==> src/rtl/morse_pkg.sv <==
// Shared types and constants for the Morse transmitter: FSM state encoding, default widths
// and the letter code map (A=0 .. Z=25).
package morse_pkg;

  typedef enum logic [1:0] {StIdle, StSend, StGap} state_e;

  localparam int unsigned PATTERN_W_DEF = 16;
  localparam int unsigned LEN_W         = $clog2(PATTERN_W_DEF + 1);

  localparam int unsigned CodeA = 0,  CodeB = 1,  CodeC = 2,  CodeD = 3,  CodeE = 4,  CodeF = 5;
  localparam int unsigned CodeG = 6,  CodeH = 7,  CodeI = 8,  CodeJ = 9,  CodeK = 10, CodeL = 11;
  localparam int unsigned CodeM = 12, CodeN = 13, CodeO = 14, CodeP = 15, CodeQ = 16, CodeR = 17;
  localparam int unsigned CodeS = 18, CodeT = 19, CodeU = 20, CodeV = 21, CodeW = 22, CodeX = 23;
  localparam int unsigned CodeY = 24, CodeZ = 25;
  localparam int unsigned MAX_CODE = 25;

  // Longest pattern (J, Q, Y) in units; the LUT stores raw patterns at this width.
  localparam int unsigned RAW_W = 13;

endpackage

==> src/rtl/morse_lut.sv <==
// Letter code to Morse unit pattern: 1 per on-unit, single 0 between elements, no trailing zero.
// Pattern is left-aligned in PATTERN_W bits; valid is low for codes above MAX_CODE.
module morse_lut
  import morse_pkg::*;
#(
  parameter int unsigned LETTER_W  = 5,
  parameter int unsigned PATTERN_W = PATTERN_W_DEF,
  parameter int unsigned LEN_W_P   = LEN_W
) (
  input  logic [LETTER_W-1:0]  letter_i,
  output logic                 valid_o,
  output logic [PATTERN_W-1:0] pattern_o,
  output logic [LEN_W_P-1:0]   len_o
);

  logic [RAW_W-1:0] raw;
  int unsigned      len;

  always_comb begin
    raw = '0;
    len = 0;
    case (32'(letter_i))
      CodeA: begin raw = 13'b10111;         len = 5;  end
      CodeB: begin raw = 13'b111010101;     len = 9;  end
      CodeC: begin raw = 13'b11101011101;   len = 11; end
      CodeD: begin raw = 13'b1110101;       len = 7;  end
      CodeE: begin raw = 13'b1;             len = 1;  end
      CodeF: begin raw = 13'b101011101;     len = 9;  end
      CodeG: begin raw = 13'b111011101;     len = 9;  end
      CodeH: begin raw = 13'b1010101;       len = 7;  end
      CodeI: begin raw = 13'b101;           len = 3;  end
      CodeJ: begin raw = 13'b1011101110111; len = 13; end
      CodeK: begin raw = 13'b111010111;     len = 9;  end
      CodeL: begin raw = 13'b101110101;     len = 9;  end
      CodeM: begin raw = 13'b1110111;       len = 7;  end
      CodeN: begin raw = 13'b11101;         len = 5;  end
      CodeO: begin raw = 13'b11101110111;   len = 11; end
      CodeP: begin raw = 13'b10111011101;   len = 11; end
      CodeQ: begin raw = 13'b1110111010111; len = 13; end
      CodeR: begin raw = 13'b1011101;       len = 7;  end
      CodeS: begin raw = 13'b10101;         len = 5;  end
      CodeT: begin raw = 13'b111;           len = 3;  end
      CodeU: begin raw = 13'b1010111;       len = 7;  end
      CodeV: begin raw = 13'b101010111;     len = 9;  end
      CodeW: begin raw = 13'b101110111;     len = 9;  end
      CodeX: begin raw = 13'b11101010111;   len = 11; end
      CodeY: begin raw = 13'b1110101110111; len = 13; end
      CodeZ: begin raw = 13'b11101110101;   len = 11; end
      default: begin raw = '0;              len = 0;  end
    endcase
  end

  assign valid_o   = (32'(letter_i) <= MAX_CODE);
  assign pattern_o = PATTERN_W'(raw) << (PATTERN_W - len);
  assign len_o     = LEN_W_P'(len);

endmodule

==> src/rtl/morse_tx.sv <==
// Unit-timed Morse transmitter: plays a letter pattern MSB-first, then GAP_UNITS low units.
// Define MORSE_PREFETCH_EN to add a one-entry pending buffer that accepts a letter while busy.
module morse_tx
  import morse_pkg::*;
#(
  parameter int unsigned CLOCK_FREQUENCY = 50_000_000,
  parameter int unsigned UNIT_CYCLES     = CLOCK_FREQUENCY / 2,
  parameter int unsigned GAP_UNITS       = 3,
  parameter int unsigned LETTER_W        = 5,
  parameter int unsigned PATTERN_W       = 16
) (
  input  logic                ClockIn,
  input  logic                Reset,
  input  logic                Start,
  input  logic [LETTER_W-1:0] Letter,
  output logic                Ready,
  output logic                DotDashOut,
  output logic                NewBitOut,
  output logic                Busy,
  output logic                Done,
  output logic                Err
);

  localparam int unsigned LenW = $clog2(PATTERN_W + 1);
  localparam int unsigned CntW = (UNIT_CYCLES > 1) ? $clog2(UNIT_CYCLES) : 1;
  localparam int unsigned GapW = $clog2(GAP_UNITS + 1);
  localparam logic [CntW-1:0] CntMax = CntW'(UNIT_CYCLES - 1);

  state_e              state_q, state_d;
  logic [PATTERN_W-1:0] sr_q, sr_d;
  logic [LenW-1:0]     bits_q, bits_d;
  logic [GapW-1:0]     gap_q, gap_d;
  logic [CntW-1:0]     cnt_q, cnt_d;

  logic                 lut_valid;
  logic [PATTERN_W-1:0] lut_pattern;
  logic [LenW-1:0]      lut_len;

  logic tick, accept, take;

  morse_lut #(
    .LETTER_W  (LETTER_W),
    .PATTERN_W (PATTERN_W),
    .LEN_W_P   (LenW)
  ) u_lut (
    .letter_i  (Letter),
    .valid_o   (lut_valid),
    .pattern_o (lut_pattern),
    .len_o     (lut_len)
  );

  assign tick       = (cnt_q == '0);
  assign Done       = (state_q == StGap) && tick && (gap_q == GapW'(1));
  assign Busy       = (state_q != StIdle);
  assign DotDashOut = (state_q == StSend) && sr_q[PATTERN_W-1];
  assign NewBitOut  = (state_q == StSend) && (cnt_q == CntMax);
  // Reset is gated in so nothing is accepted (and no Err shows) in a reset cycle.
  assign accept     = Start && Ready && !Reset;
  assign Err        = accept && !lut_valid;
  assign take       = accept && lut_valid;

`ifdef MORSE_PREFETCH_EN
  logic                 pend_valid_q, pend_valid_d;
  logic [PATTERN_W-1:0] pend_pat_q, pend_pat_d;
  logic [LenW-1:0]      pend_len_q, pend_len_d;

  assign Ready = !pend_valid_q;
`else
  assign Ready = (state_q == StIdle) || Done;
`endif

  always_comb begin
    logic                 load;
    logic [PATTERN_W-1:0] load_pat;
    logic [LenW-1:0]      load_len;

    state_d  = state_q;
    sr_d     = sr_q;
    bits_d   = bits_q;
    gap_d    = gap_q;
    cnt_d    = cnt_q;
    load     = 1'b0;
    load_pat = lut_pattern;
    load_len = lut_len;
`ifdef MORSE_PREFETCH_EN
    pend_valid_d = pend_valid_q;
    pend_pat_d   = pend_pat_q;
    pend_len_d   = pend_len_q;
`endif

    case (state_q)
      StIdle: begin
        load = take;
      end
      StSend: begin
        if (tick) begin
          cnt_d = CntMax;
          if (bits_q == LenW'(1)) begin
            state_d = StGap;
            gap_d   = GapW'(GAP_UNITS);
          end else begin
            sr_d   = sr_q << 1;
            bits_d = bits_q - LenW'(1);
          end
        end else begin
          cnt_d = cnt_q - CntW'(1);
        end
      end
      StGap: begin
        if (tick) begin
          cnt_d = CntMax;
          gap_d = gap_q - GapW'(1);
          if (Done) begin
            state_d = StIdle;
            load    = take;
          end
        end else begin
          cnt_d = cnt_q - CntW'(1);
        end
      end
      default: state_d = StIdle;
    endcase

`ifdef MORSE_PREFETCH_EN
    // While busy a taken letter parks in the buffer; Done drains it ahead of any new request.
    if (Done && pend_valid_q) begin
      load         = 1'b1;
      load_pat     = pend_pat_q;
      load_len     = pend_len_q;
      pend_valid_d = 1'b0;
    end else if (take && Busy && !Done) begin
      pend_valid_d = 1'b1;
      pend_pat_d   = lut_pattern;
      pend_len_d   = lut_len;
    end
`endif

    if (load) begin
      state_d = StSend;
      sr_d    = load_pat;
      bits_d  = load_len;
      cnt_d   = CntMax;
    end
  end

  always_ff @(posedge ClockIn) begin
    if (Reset) begin
      state_q <= StIdle;
      sr_q    <= '0;
      bits_q  <= '0;
      gap_q   <= '0;
      cnt_q   <= '0;
    end else begin
      state_q <= state_d;
      sr_q    <= sr_d;
      bits_q  <= bits_d;
      gap_q   <= gap_d;
      cnt_q   <= cnt_d;
    end
  end

`ifdef MORSE_PREFETCH_EN
  always_ff @(posedge ClockIn) begin
    if (Reset) begin
      pend_valid_q <= 1'b0;
      pend_pat_q   <= '0;
      pend_len_q   <= '0;
    end else begin
      pend_valid_q <= pend_valid_d;
      pend_pat_q   <= pend_pat_d;
      pend_len_q   <= pend_len_d;
    end
  end
`endif

endmodule

==> config.mk <==
export PLATFORM = sky130hd
export DESIGN_NAME = morse_tx
export DESIGN_NICKNAME = d
export VERILOG_FILES = /design/src/rtl/morse_pkg.sv /design/src/rtl/morse_lut.sv /design/src/rtl/morse_tx.sv
export SDC_FILE = /design/constraint.sdc
export NUM_CORES = 1
export LEC_CHECK = 0
export BUFFER_PORTS_ARGS = -buffer_cell sky130_fd_sc_hd__buf_2
export CORE_ASPECT_RATIO = 0.6
export CORE_MARGIN = 2
export CORE_UTILIZATION = 36
export CTS_BUF_LIST = sky130_fd_sc_hd__clkbuf_16
export CTS_CLUSTER_DIAMETER = 60
export DETAILED_ROUTE_END_ITERATION = 16
export PLACE_DENSITY = 0.47
export SKIP_CTS_REPAIR_TIMING = 1
export SLEW_MARGIN = 25
export SYNTH_ARGS = -nofsm -noshare
export SYNTH_HDL_FRONTEND = slang
export SYNTH_SLANG_ARGS = --single-unit
==> constraint.sdc <==
create_clock -name ClockIn -period 5.9 [get_ports ClockIn]
set_input_delay 0.885 -clock ClockIn [delete_from_list [all_inputs] [get_ports ClockIn]]
set_output_delay 0.885 -clock ClockIn [all_outputs]
set_load 0.005 [all_outputs]
* After elaboration in Yosys (flattened, before gate mapping) *
Memory sizes are Yosys's and may differ from the RTL's.
Index checks and enable logic that the tools add are counted.
W data, S select, Z words.

operators by class
  order comparisons = 1
  multipliers = 0
  add/subtract/negate cells = 4
  reductions and logical operators = 24
  div/mod/pow operators = 0
  equality and inequality tests = 15
  bitwise logic cells = 1
  muxes and demuxes = 24
  shift operators = 1

operators by type and width
  operator                 number
  $mux W25                 3
  $mux W16                 4
  $shl A13 B32 Y16         1
  $sub A5 B32 Y32 const A  1
  $eq A25 B25 Y1 const B   1
  $logic_not A25 Y1        1
  $sub A25 B1 Y25 const B  1
  $mux W5                  4
  $mux W2                  7
  $reduce_and A5 Y1        2
  $reduce_bool A2 Y1       5
  $ne A3 B2 Y1 const B     3
  $logic_and A1 B1 Y1      8
  $ne A2 B1 Y1 const B     3
  $ne A2 B2 Y1 const B     3
  $pmux W2 S3              1
  $eq A5 B1 Y1 const B     1
  $le A5 B5 Y1 const B     1
  $sub A5 B1 Y5 const B    1
  $eq A2 B1 Y1 const B     2
  $pmux W2 S2              1
  $reduce_and A4 Y1        1
  $reduce_or A2 Y1         2
  $mux W1                  3
  other kinds (9)          10

word-level totals
  memories = 1
  register bits = 50
  ROM bits = 544
  output and inout port bits = 6
  bits of input ports = 8
  bits in latches = 0
  memory bits (writable) = 0
  logic and storage cells = 78

memories
  memory           words  width  rd ports  clocked after memory_dff  wr ports  line             RTL
  (no name shown)  32     17     1         0                         0         morse_lut.sv:22  case (32'(letter_i))

* Longest topological paths before layout *
Gate-level depths: netlist (run 1).

  depth after elaboration = 12
  depth in mapped cells = 15
  depth with buffers taken out = 13

* By module *
A second synthesis (run 1) with hierarchy kept.

second synthesis, totals
  cell total of the unflattened synthesis = 520
  area, all modules = 4073.9 µm²

modules (own cells, without submodules)
  module     area each (µm²)  times used  cells each  sequential area each (µm²)
  morse_tx   2702.6           1           324         1001.0
  morse_lut  1371.3           1           196         0.0

* Worst setup path after synthesis (run 1) *
OpenSTA, ideal clock, no wires.

  path type = in2reg
  start = in Letter[2]
  end = reg sr_q[7]
  setup slack = 2190 ps
  path buffers = 4
  arrival time = 3590 ps
  required time = 5780 ps
  stages on the path = 13
  path through = buf_4 > clkbuf_1 > buf_1 > o21ai_0 > o211ai_1 > nand2_1 > ha_1 > or4_1 > and2_1 > buf_4 > mux2_2 > a221oi_2 > nor2_1

between the ends
  word-level cells in the longest chain between the ends = 7

ends and longest elaborated chain
  what                                                                     line             RTL
  start, declared                                                          morse_tx.sv:15   input logic [LETTER_W-1:0] Letter,
  parallel branches: the longest is 7 deep, another holds $sub A5 B32 Y32  n/a
  end signal, assigned                                                     morse_tx.sv:155  sr_q <= sr_d;
  end, declared                                                            morse_tx.sv:30   logic [PATTERN_W-1:0] sr_q, sr_d;

Parallel ways; which one is timed is not known.
A chain may end at the register's enable or synchronous reset.

* Worst setup path in the final report (run 1) *
  start = in Letter[1]
  end = reg sr_q[15]

Same word-level chain as after synthesis.

==> results of run 1 <==
-- routing by layer --
layer  up-vias  GRT usage (%)  share of wire (%)
met4         0          2.553               0.40
met3         4          3.580                5.1
met5         -              0                  0
met1      1554          32.22                 60
met2        94          23.45                 34
li1       1666              -                  -
-- path summary, 6_finish.rpt --
path | end | slack [ps] | depth (start not counted)
hold / removal | sr_q[1] | 470 | 2
setup / recovery | sr_q[15] | 1900 | 13
setup reg to reg | bits_q[4] | 2590 | 7
hold reg to reg | sr_q[1] | 470 | 2
-- per-stage QoR --
step	std cells	area, um^2	util [%]
detailed placement	577	3742	38.15
CTS	584	3879	39.54
floorplan	454	3625	-
global placement	577	3742	38.15
global route	584	3879	39.54
finish	584	3879	39.54
-- worst register-to-register path: cells and delay by family (launching register included) --
kind,cells,cell delay [ps]
AO/OA/AOI/OAI,4,1530
AND/OR/NAND/NOR,3,1320
flip-flops,1,380
-- sequential cells by signal (all words and copies together), names as in the netlist --
name,cells
state_q,2
bits_q,5
cnt_q,25
sr_q,15
gap_q,2
-- power breakdown --
part           internal (mW)  total, mW  switching, mW
Clock                  0.153      0.277          0.123
Combinational          0.105      0.276          0.171
Sequential             0.362      0.396         0.0336
-- cell usage after synthesis, types with 8 or more instances --
| cell type | count |
|---|---|
| inv_1 | 19 |
| dfxtp_1 | 49 |
| nor4_1 | 11 |
| mux2i_1 | 11 |
| nor2_1 | 42 |
| o21ai_0 | 32 |
| nor3_1 | 17 |
| o211ai_1 | 9 |
| xor2_1 | 9 |
| ha_1 | 20 |
| a21oi_1 | 36 |
| nand2_1 | 27 |
| clkbuf_1 | 14 |
| nor2b_1 | 8 |
| nand3_1 | 10 |
| xnor2_1 | 14 |
-- layout make-up --
type | count | area, um^2 | area share (%)
inverter | 19 | 71.32 | 1.839
timing repair buffer | 16 | 87.58 | 2.258
clock buffer | 5 | 125.1 | 3.226
clock inverter | 2 | 11.26 | 0.2903
multi-input combinational | 358 | 2434 | 62.74
tap | 135 | 168.9 | 4.355
sequential | 49 | 980.9 | 25.29
-- kinds of logic (layout without fill, tap and decap cells) --
kind of cell | Yosys count | in the layout | synth area share [%]
DFF | 49 | 49 | 27.06
adders and majority gates | 20 | 20 | 6.904
and+or+nand+nor | 166 | 166 | 24.75
buffers and inverters | 47 | 42 | 5.799
AOI/OAI and AO/OA | 136 | 136 | 26.27
xor gates and xnor gates | 23 | 23 | 5.558
muxes | 13 | 13 | 3.659
==> results.py, run 1 <==
metrics = {
    "yosys": {
        "syn_inst": 454,
        "synth-edff-count": 0,
        "avgSynthCellArea_um2": 7.984,
        "synth_warnings": 0,
        "yosys.cell_types.count": 70,
        "synth-seq-cells": 49,
        "async_reset_ff_share_pct": 0,
        "synthFlopType": "dfxtp_1",
        "synth_top_cell_by_area": "dfxtp_1",
        "synth_area_leaders": "dfxtp_1 (27%), ha_1 (6.9%), a21oi_1 (5.0%)",
        "synth_top_area_share_pct": 27.06,
        "syn_area_um2": 3625,
        "syn-num-nets": 482,
        "synth_seq_area_share_pct": 27.06,
    },
    "cts": {
        "clk_pin_slew_ps": 70,
        "cts_tree": "yes",
        "clkSinkCount": 49,
        "clk_latency_ps": 290,
        "clockBufferDepth": 2,
        "cts-root-buf": "clkbuf_16",
        "ctsHtreeMaxLevel": 2,
        "numCtsBuffers": 5,
    },
    "drt": {
        "routedWlPerCell_um": 16.84,
        "vias": 3318,
        "firstDrtPassIters": 5,
        "ant_nets": 0,
        "drt-total-wl_um": 9835,
        "first_iter_violations": 381,
        "drc": 0,
        "drt-vias-per-instance": 5.682,
    },
    "global_routing": {
        "grt_pass1_vias": 2944,
        "antenna_found_initial": 0,
        "grt_overflow": 0,
        "track_usage_pct": 18.96,
        "grt_max_degree": 35,
        "grt_pass1_wl_um": 16200,
    },
    "timing": {
        "worstMarginPinSlew_ps": 725.1,
        "timing.fmax_mhz": 249.9,
        "maxSlewHeadroom_pct": 50.41,
        "hold_viol": 0,
        "min_period_ps": 4001,
        "timing.final.setup_violations": 0,
        "holdWs_ps": 469.2,
        "grt_setup_unrepaired": "false",
        "finalCritPeriodShare_pct": 67.82,
        "report.final.slew_viol_count": 0,
        "clock-skew-final_ps": 4.347,
        "setup_slack_ps": 1899,
        "setup_tns_ps": 0,
    },
    "critical_path": {
        "worstPathMaxFanout": 18,
        "crit_path_top_delay_cell": "or4_1",
        "path_buf_inv": 2,
        "cp_cell_sequence": "buf_2 -> inv_1 -> ha_1 -> nor2b_1 -> nand2_1 -> o211ai_1 -> nand2_1 -> ha_1 -> or4_1 -> and2_1 -> mux2_2 -> a22oi_1 -> a211oi_2",
        "crit_path_max_incr_delay_ps": 580,
        "worst_setup_path_end_kind": "flop",
        "startpoint_type": "input port",
        "required_ps": 6040,
        "worstPathArrival_ps": 4140,
        "cp_top_family": "simple AND/OR/NAND/NOR gates",
        "crit_type": "input port to flop",
        "crit_start": "Letter[1]",
        "rr_startpoint": "cnt_q[12]",
    },
    "floorplan": {
        "die_h_um": 81.73,
        "core_area_um2": 9809,
        "placementRows": 28,
        "initial_core_util_pct": 36.95,
        "dieArea_um2": 10910,
        "pin_count": 14,
        "die_x_um": 133.5,
    },
    "pwr": {
        "fin_total_pwr_mw": 0.9485,
        "p_per_area_nw_per_um2": 244.5,
        "p_leak_nw": 1.427,
        "irDropWorstVdd_mv": 0.1229,
    },
    "flow_run": {
        "cap_violations": 0,
    },
    "finish": {
        "area_growth_pct": 7.007,
        "layout_common_cells": "dfxtp_1 (49), nor2_1 (42), a21oi_1 (36)",
        "final_common_cell": "dfxtp_1",
        "diodes": 0,
        "drive_above_1_share_pct": 10.24,
        "nFillCells": 1007,
        "final_nets": 477,
    },
    "placement": {
        "place_ws_ps": 1665,
        "port_buffers": 13,
        "hpwl_um": 7441,
        "gp_routability_congestion": 0.8624,
    },
    "min_path": {
        "worstHoldStart": "sr_q[1]",
        "hp-class": "flop to flop",
    },
    "outcome": {
        "status": "finished clean",
    },
}
Note: power is estimated with default switching activity, not from simulation.
==> run 2, diff against run 1 <==
- PLACE_DENSITY: 0.47 -> 0.49
- clock period: 5.9 -> 3.5 ns (I/O delays scaled with it)
==> run 2 against run 1 <==
Non-clock buffer count rose by 21. Clock skew grew 1.2 ps. Power increased by 80%. Core utilization up 1.9 points. Worst hold slack better by 3.5 ps. Critical endpoint is now sr_q[12]. Combinational power increased by 78%. First-iteration DRC count fell by 30%. Global-route usage rose by 0.31 points. Register-to-register slack got worse by 2200 ps. Setup slack worse by 1500 ps. Largest power group unchanged.
==> results.py, run 2 (synthesis results as in run 1) <==
metrics = {
    "global_routing": {
        "grt_max_degree": 31,
        "grt_pass1_vias": 2961,
        "grt_overflow": 0,
        "track_usage_pct": 19.26,
        "antenna_found_initial": 0,
        "grt_pass1_wl_um": 16490,
    },
    "timing": {
        "grt_setup_unrepaired": "false",
        "finalCritPeriodShare_pct": 89.37,
        "holdWs_ps": 472.7,
        "hold_viol": 0,
        "min_period_ps": 3128,
        "maxSlewHeadroom_pct": 55.63,
        "timing.fmax_mhz": 319.7,
        "clock-skew-final_ps": 5.566,
        "timing.final.setup_violations": 0,
        "worstMarginPinSlew_ps": 659.5,
        "setup_slack_ps": 371.9,
        "report.final.slew_viol_count": 0,
        "setup_tns_ps": 0,
    },
    "critical_path": {
        "worstPathMaxFanout": 11,
        "cp_top_family": "simple AND/OR/NAND/NOR gates",
        "crit_path_top_delay_cell": "or4_1",
        "required_ps": 3730,
        "crit_type": "input port to flop",
        "crit_start": "Letter[1]",
        "r2r_slack_ps": 410,
        "worstReg2RegEnd": "bits_q[4]",
        "startpoint_type": "input port",
        "path_depth": 14,
        "path_buf_inv": 3,
        "cp_cell_sequence": "buf_2 -> inv_1 -> ha_1 -> nand2_1 -> o21ai_0 -> o211ai_1 -> nand2_1 -> ha_1 -> or4_1 -> and2_1 -> buf_4 -> nor3_1 -> a221oi_1 -> a21oi_1",
        "worstPathArrival_ps": 3360,
        "crit_path_max_incr_delay_ps": 580,
        "worst_setup_path_end_kind": "flop",
        "rr_startpoint": "cnt_q[12]",
        "endpoint": "sr_q[12]",
        "reg2reg_depth": 7,
    },
    "pwr": {
        "p_per_area_nw_per_um2": 419.1,
        "fin_total_pwr_mw": 1.703,
        "irDropWorstVdd_mv": 0.2116,
        "swShare_pct": 33.19,
        "p_leak_nw": 1.550,
        "p_int_mw": 1.137,
        "pwr-share-clk_pct": 31.9,
        "p_sw_mw": 0.5651,
        "seqPwrFrac_pct": 39.2,
        "combPwrFrac_pct": 28.8,
    },
    "finish": {
        "final_nets": 498,
        "area_growth_pct": 12.08,
        "regMostFlops": "cnt_q",
        "final_common_cell": "dfxtp_1",
        "nFillCells": 1029,
        "layout_common_cells": "dfxtp_1 (49), nor2_1 (42), a21oi_1 (36)",
        "drive_above_1_share_pct": 14.23,
        "stdcell_area_um2": 4063,
        "reg_top3": "cnt_q (25), sr_q (15), bits_q (5)",
        "diodes": 0,
        "largest_register_ffs": 25,
    },
    "drt": {
        "drt-total-wl_um": 10220,
        "drc": 0,
        "first_iter_violations": 267,
        "vias": 3491,
        "routedWlPerCell_um": 16.86,
        "ant_nets": 0,
        "drt-vias-per-instance": 5.761,
        "firstDrtPassIters": 5,
    },
    "floorplan": {
        "die_h_um": 81.73,
        "core_area_um2": 9809,
        "pin_count": 14,
        "die_x_um": 133.5,
        "dieArea_um2": 10910,
        "initial_core_util_pct": 36.95,
        "placementRows": 28,
    },
    "placement": {
        "gp_routability_congestion": 0.8992,
        "place_ws_ps": 98.64,
        "hpwl_um": 7737,
        "dpl_cell_area_um2": 3900,
        "port_buffers": 13,
    },
    "cts": {
        "clk_pin_slew_ps": 70,
        "clockBufferDepth": 2,
        "cts-root-buf": "clkbuf_16",
        "cts_tree": "yes",
        "ctsHtreeMaxLevel": 2,
        "clk_latency_ps": 290,
        "numCtsBuffers": 5,
        "clkSinkCount": 49,
    },
    "min_path": {
        "hp-class": "flop to flop",
    },
    "flow_run": {
        "cap_violations": 0,
    },
    "outcome": {
        "status": "finished clean",
    },
}
-- run 2: changes by cell type in the layout (fill, tap and decap cells not counted) --
cell	delta
clkinvlp_4	-1
bufinv_16	+1
inv_1	+1
buf_4	+21
-- run 2: power by group through the flow --
stage	Sequential, mW	Clock [mW]	Combinational, mW
after detailed placement	0.678	0	0.482
after global routing	0.676	0.584	0.545
after global placement	0.678	0	0.482
after floorplan	0.661	0	0.368
after CTS	0.666	0.559	0.485
final	0.668	0.544	0.491
-- run 2: tightest hold or removal path, stage by stage, from the launching register on --
cell and delay [ps]:
dfxtp_1 320, nand2_1 50, a21oi_1 50
-- run 2: final cells by class --
cell class / count / area [um^2] / share of cell area [%]
Tap cell: 135 / 168.9 / 4.158
Clock buffer: 5 / 125.1 / 3.080
Sequential cell: 49 / 980.9 / 24.15
Inverter: 19 / 71.32 / 1.755
Clock inverter: 3 / 37.54 / 0.9239
Timing Repair Buffer: 37 / 245.2 / 6.036
Multi-Input combinational cell: 358 / 2434 / 59.90
-- run 2: metal layers --
layer,wire length (um),share of wire [%],vias to the layer above,track usage [%]
li1,-,-,1709,-
met1,5849,57,1654,32.95
met2,3543,35,121,23.61
met3,782,7.7,7,3.580
met4,42,0.41,0,2.553
met5,0,0,-,0
-- run 2: worst min path at each step --
| stage | slack [ps] | startpoint | cells after the start | to |
|---|---|---|---|---|
| floorplan | 450 | gap_q[1] | 2 | gap_q[1] |
| global placement | 460 | gap_q[1] | 2 | gap_q[1] |
| detailed placement | 460 | sr_q[1] | 2 | sr_q[1] |
| CTS | 470 | sr_q[1] | 2 | sr_q[1] |
| global route | 490 | sr_q[1] | 2 | sr_q[1] |
| finish | 470 | sr_q[1] | 2 | sr_q[1] |
-- run 2: stage by stage --
step | std cells | util (%)
3_3_place_gp | 598 | 39.76
5_1_grt | 606 | 41.42
6_report | 606 | 41.42
3_5_place_dp | 598 | 39.76
4_1_cts | 606 | 41.42
2_1_floorplan | 454 | -
==> run 3, diff against run 2 <==
- RECOVER_POWER: default -> 25
==> run 3 against run 2 <==
Critical path type is now flop to flop. Design area fell by 0.28%. Fmax fell by 1.1%. Flip-flop and latch count unchanged. Register-to-register slack got worse by 70 ps. Largest power group unchanged. Die area unchanged. Critical endpoint is now bits_q[4].
==> results.py, run 3 (synthesis results as in run 1) <==
metrics = {
    "outcome": {
        "status": "finished clean",
    },
    "finish": {
        "diodes": 0,
        "nFillCells": 1029,
        "reg_top3": "cnt_q (25), sr_q (15), bits_q (5)",
        "regMostFlops": "cnt_q",
        "drive_above_1_share_pct": 13.16,
        "area_growth_pct": 11.77,
        "multiInputGateArea_um2": 2434,
        "final_nets": 498,
        "finalNonFillerCells": 606,
        "largest_register_ffs": 25,
        "seqCellArea_um2": 980.9,
        "layout_common_cells": "dfxtp_1 (49), nor2_1 (42), a21oi_1 (36)",
        "final_common_cell": "dfxtp_1",
    },
    "critical_path": {
        "crit_start": "cnt_q[12]",
        "worstReg2RegEnd": "bits_q[4]",
        "worst_setup_path_end_kind": "flop",
        "rr_startpoint": "cnt_q[12]",
        "endpoint": "bits_q[4]",
        "crit_path_top_delay_cell": "o41ai_4",
        "worstPathMaxFanout": 20,
        "crit_type": "flop to flop",
        "r2r_slack_ps": 340,
        "required_ps": 3690,
        "crit_path_max_incr_delay_ps": 550,
        "cp_cell_sequence": "nor4_2 -> nand3_1 -> o41ai_4 -> and2_0 -> o21a_2 -> a21oi_1 -> a2111oi_2",
        "startpoint_type": "flop",
        "reg2reg_depth": 7,
        "worstPathArrival_ps": 3350,
    },
    "drt": {
        "vias": 3493,
        "firstDrtPassIters": 5,
        "first_iter_violations": 266,
        "drc": 0,
        "routedWlPerCell_um": 16.83,
        "drt-total-wl_um": 10200,
        "ant_nets": 0,
        "drt-vias-per-instance": 5.764,
    },
    "global_routing": {
        "grt_pass1_wl_um": 16490,
        "antenna_found_initial": 0,
        "track_usage_pct": 19.26,
        "grt_pass1_vias": 2961,
        "grt_overflow": 0,
        "grt_max_degree": 31,
    },
    "cts": {
        "numCtsBuffers": 5,
        "cts_tree": "yes",
        "cts-root-buf": "clkbuf_16",
        "clk_pin_slew_ps": 70,
        "clk_latency_ps": 290,
        "ctsHtreeMaxLevel": 2,
        "clkSinkCount": 49,
        "clockBufferDepth": 2,
    },
    "pwr": {
        "irDropWorstVdd_mv": 0.2113,
        "p_per_area_nw_per_um2": 419.5,
        "p_leak_nw": 1.528,
    },
    "floorplan": {
        "core_area_um2": 9809,
        "die_h_um": 81.73,
        "dieArea_um2": 10910,
        "initial_core_util_pct": 36.95,
        "die_x_um": 133.5,
        "pin_count": 14,
        "placementRows": 28,
    },
    "timing": {
        "clock-skew-final_ps": 5.269,
        "hold_viol": 0,
        "grt_setup_unrepaired": "false",
        "worstMarginPinSlew_ps": 853.8,
        "holdWs_ps": 472.6,
        "setup_tns_ps": 0,
        "report.final.slew_viol_count": 0,
        "min_period_ps": 3162,
        "timing.fmax_mhz": 316.2,
        "maxSlewHeadroom_pct": 43.08,
        "finalCritPeriodShare_pct": 90.35,
        "timing.final.setup_violations": 0,
    },
    "flow_run": {
        "cap_violations": 0,
    },
    "placement": {
        "port_buffers": 13,
        "placed_cells": 598,
        "gp_routability_congestion": 0.8992,
        "hpwl_um": 7737,
    },
    "min_path": {
        "hp-class": "flop to flop",
    },
}
==> run 3: cell count changes in the layout (fill, tap and decap cells not counted), sizes merged <==
cell    before  now
buf         37   32
clkbuf       5   10
==> run 3: how the worst min path moves through the flow <==
stage / end / cells past startpoint / startpoint
floorplan: gap_q[1] / 2 / gap_q[1]
global placement: gap_q[1] / 2 / gap_q[1]
detailed placement: sr_q[1] / 2 / sr_q[1]
CTS: sr_q[1] / 2 / sr_q[1]
global route: sr_q[1] / 2 / sr_q[1]
finish: sr_q[1] / 2 / sr_q[1]
==> run 3: critical path: cells and delay by family (launching register included) <==
family | cells | cell delay, ps
and+or+nand+nor | 3 | 1220
AOI/OAI and AO/OA | 4 | 1460
DFF | 1 | 390
==> run 3: layout make-up <==
type                            instances  area share, %
Clock buffer                            5          3.088
Multi-Input combinational cell        358          60.07
Clock inverter                          3         0.9265
Tap cell                              135          4.169
Sequential cell                        49          24.21
Timing Repair Buffer                   37          5.775
Inverter                               19          1.760
==> run 3: where the power goes <==
| group | leakage, nW | internal, mW | total, mW | switching (mW) |
|---|---|---|---|---|
| registers | 0.402 | 0.611 | 0.668 | 0.0573 |
| clock network | 0.0826 | 0.332 | 0.543 | 0.211 |
| logic | 1.04 | 0.192 | 0.489 | 0.296 |
| total | 1.53 | 1.14 | 1.70 | 0.564 |
==> run 3: layer usage <==
layer	vias to the layer above	track usage, %	part of all wire (%)
li1	1709	-	-
met5	-	0	0
met2	127	23.61	35
met3	7	3.580	8.0
met1	1650	32.95	57
met4	0	2.553	0.41
==> run 3: per-stage QoR <==
stage               power [mW]  utilization, %  instance area [um^2]  worst slack, ps
floorplan                1.029               -                  3625            149.9
global placement         1.159           39.76                  3900            223.8
detailed placement       1.160           39.76                  3900            98.64
CTS                      1.710           41.42                  4063            403.5
global route             1.804           41.30                  4051            143.8
finish                   1.700           41.30                  4051            337.7
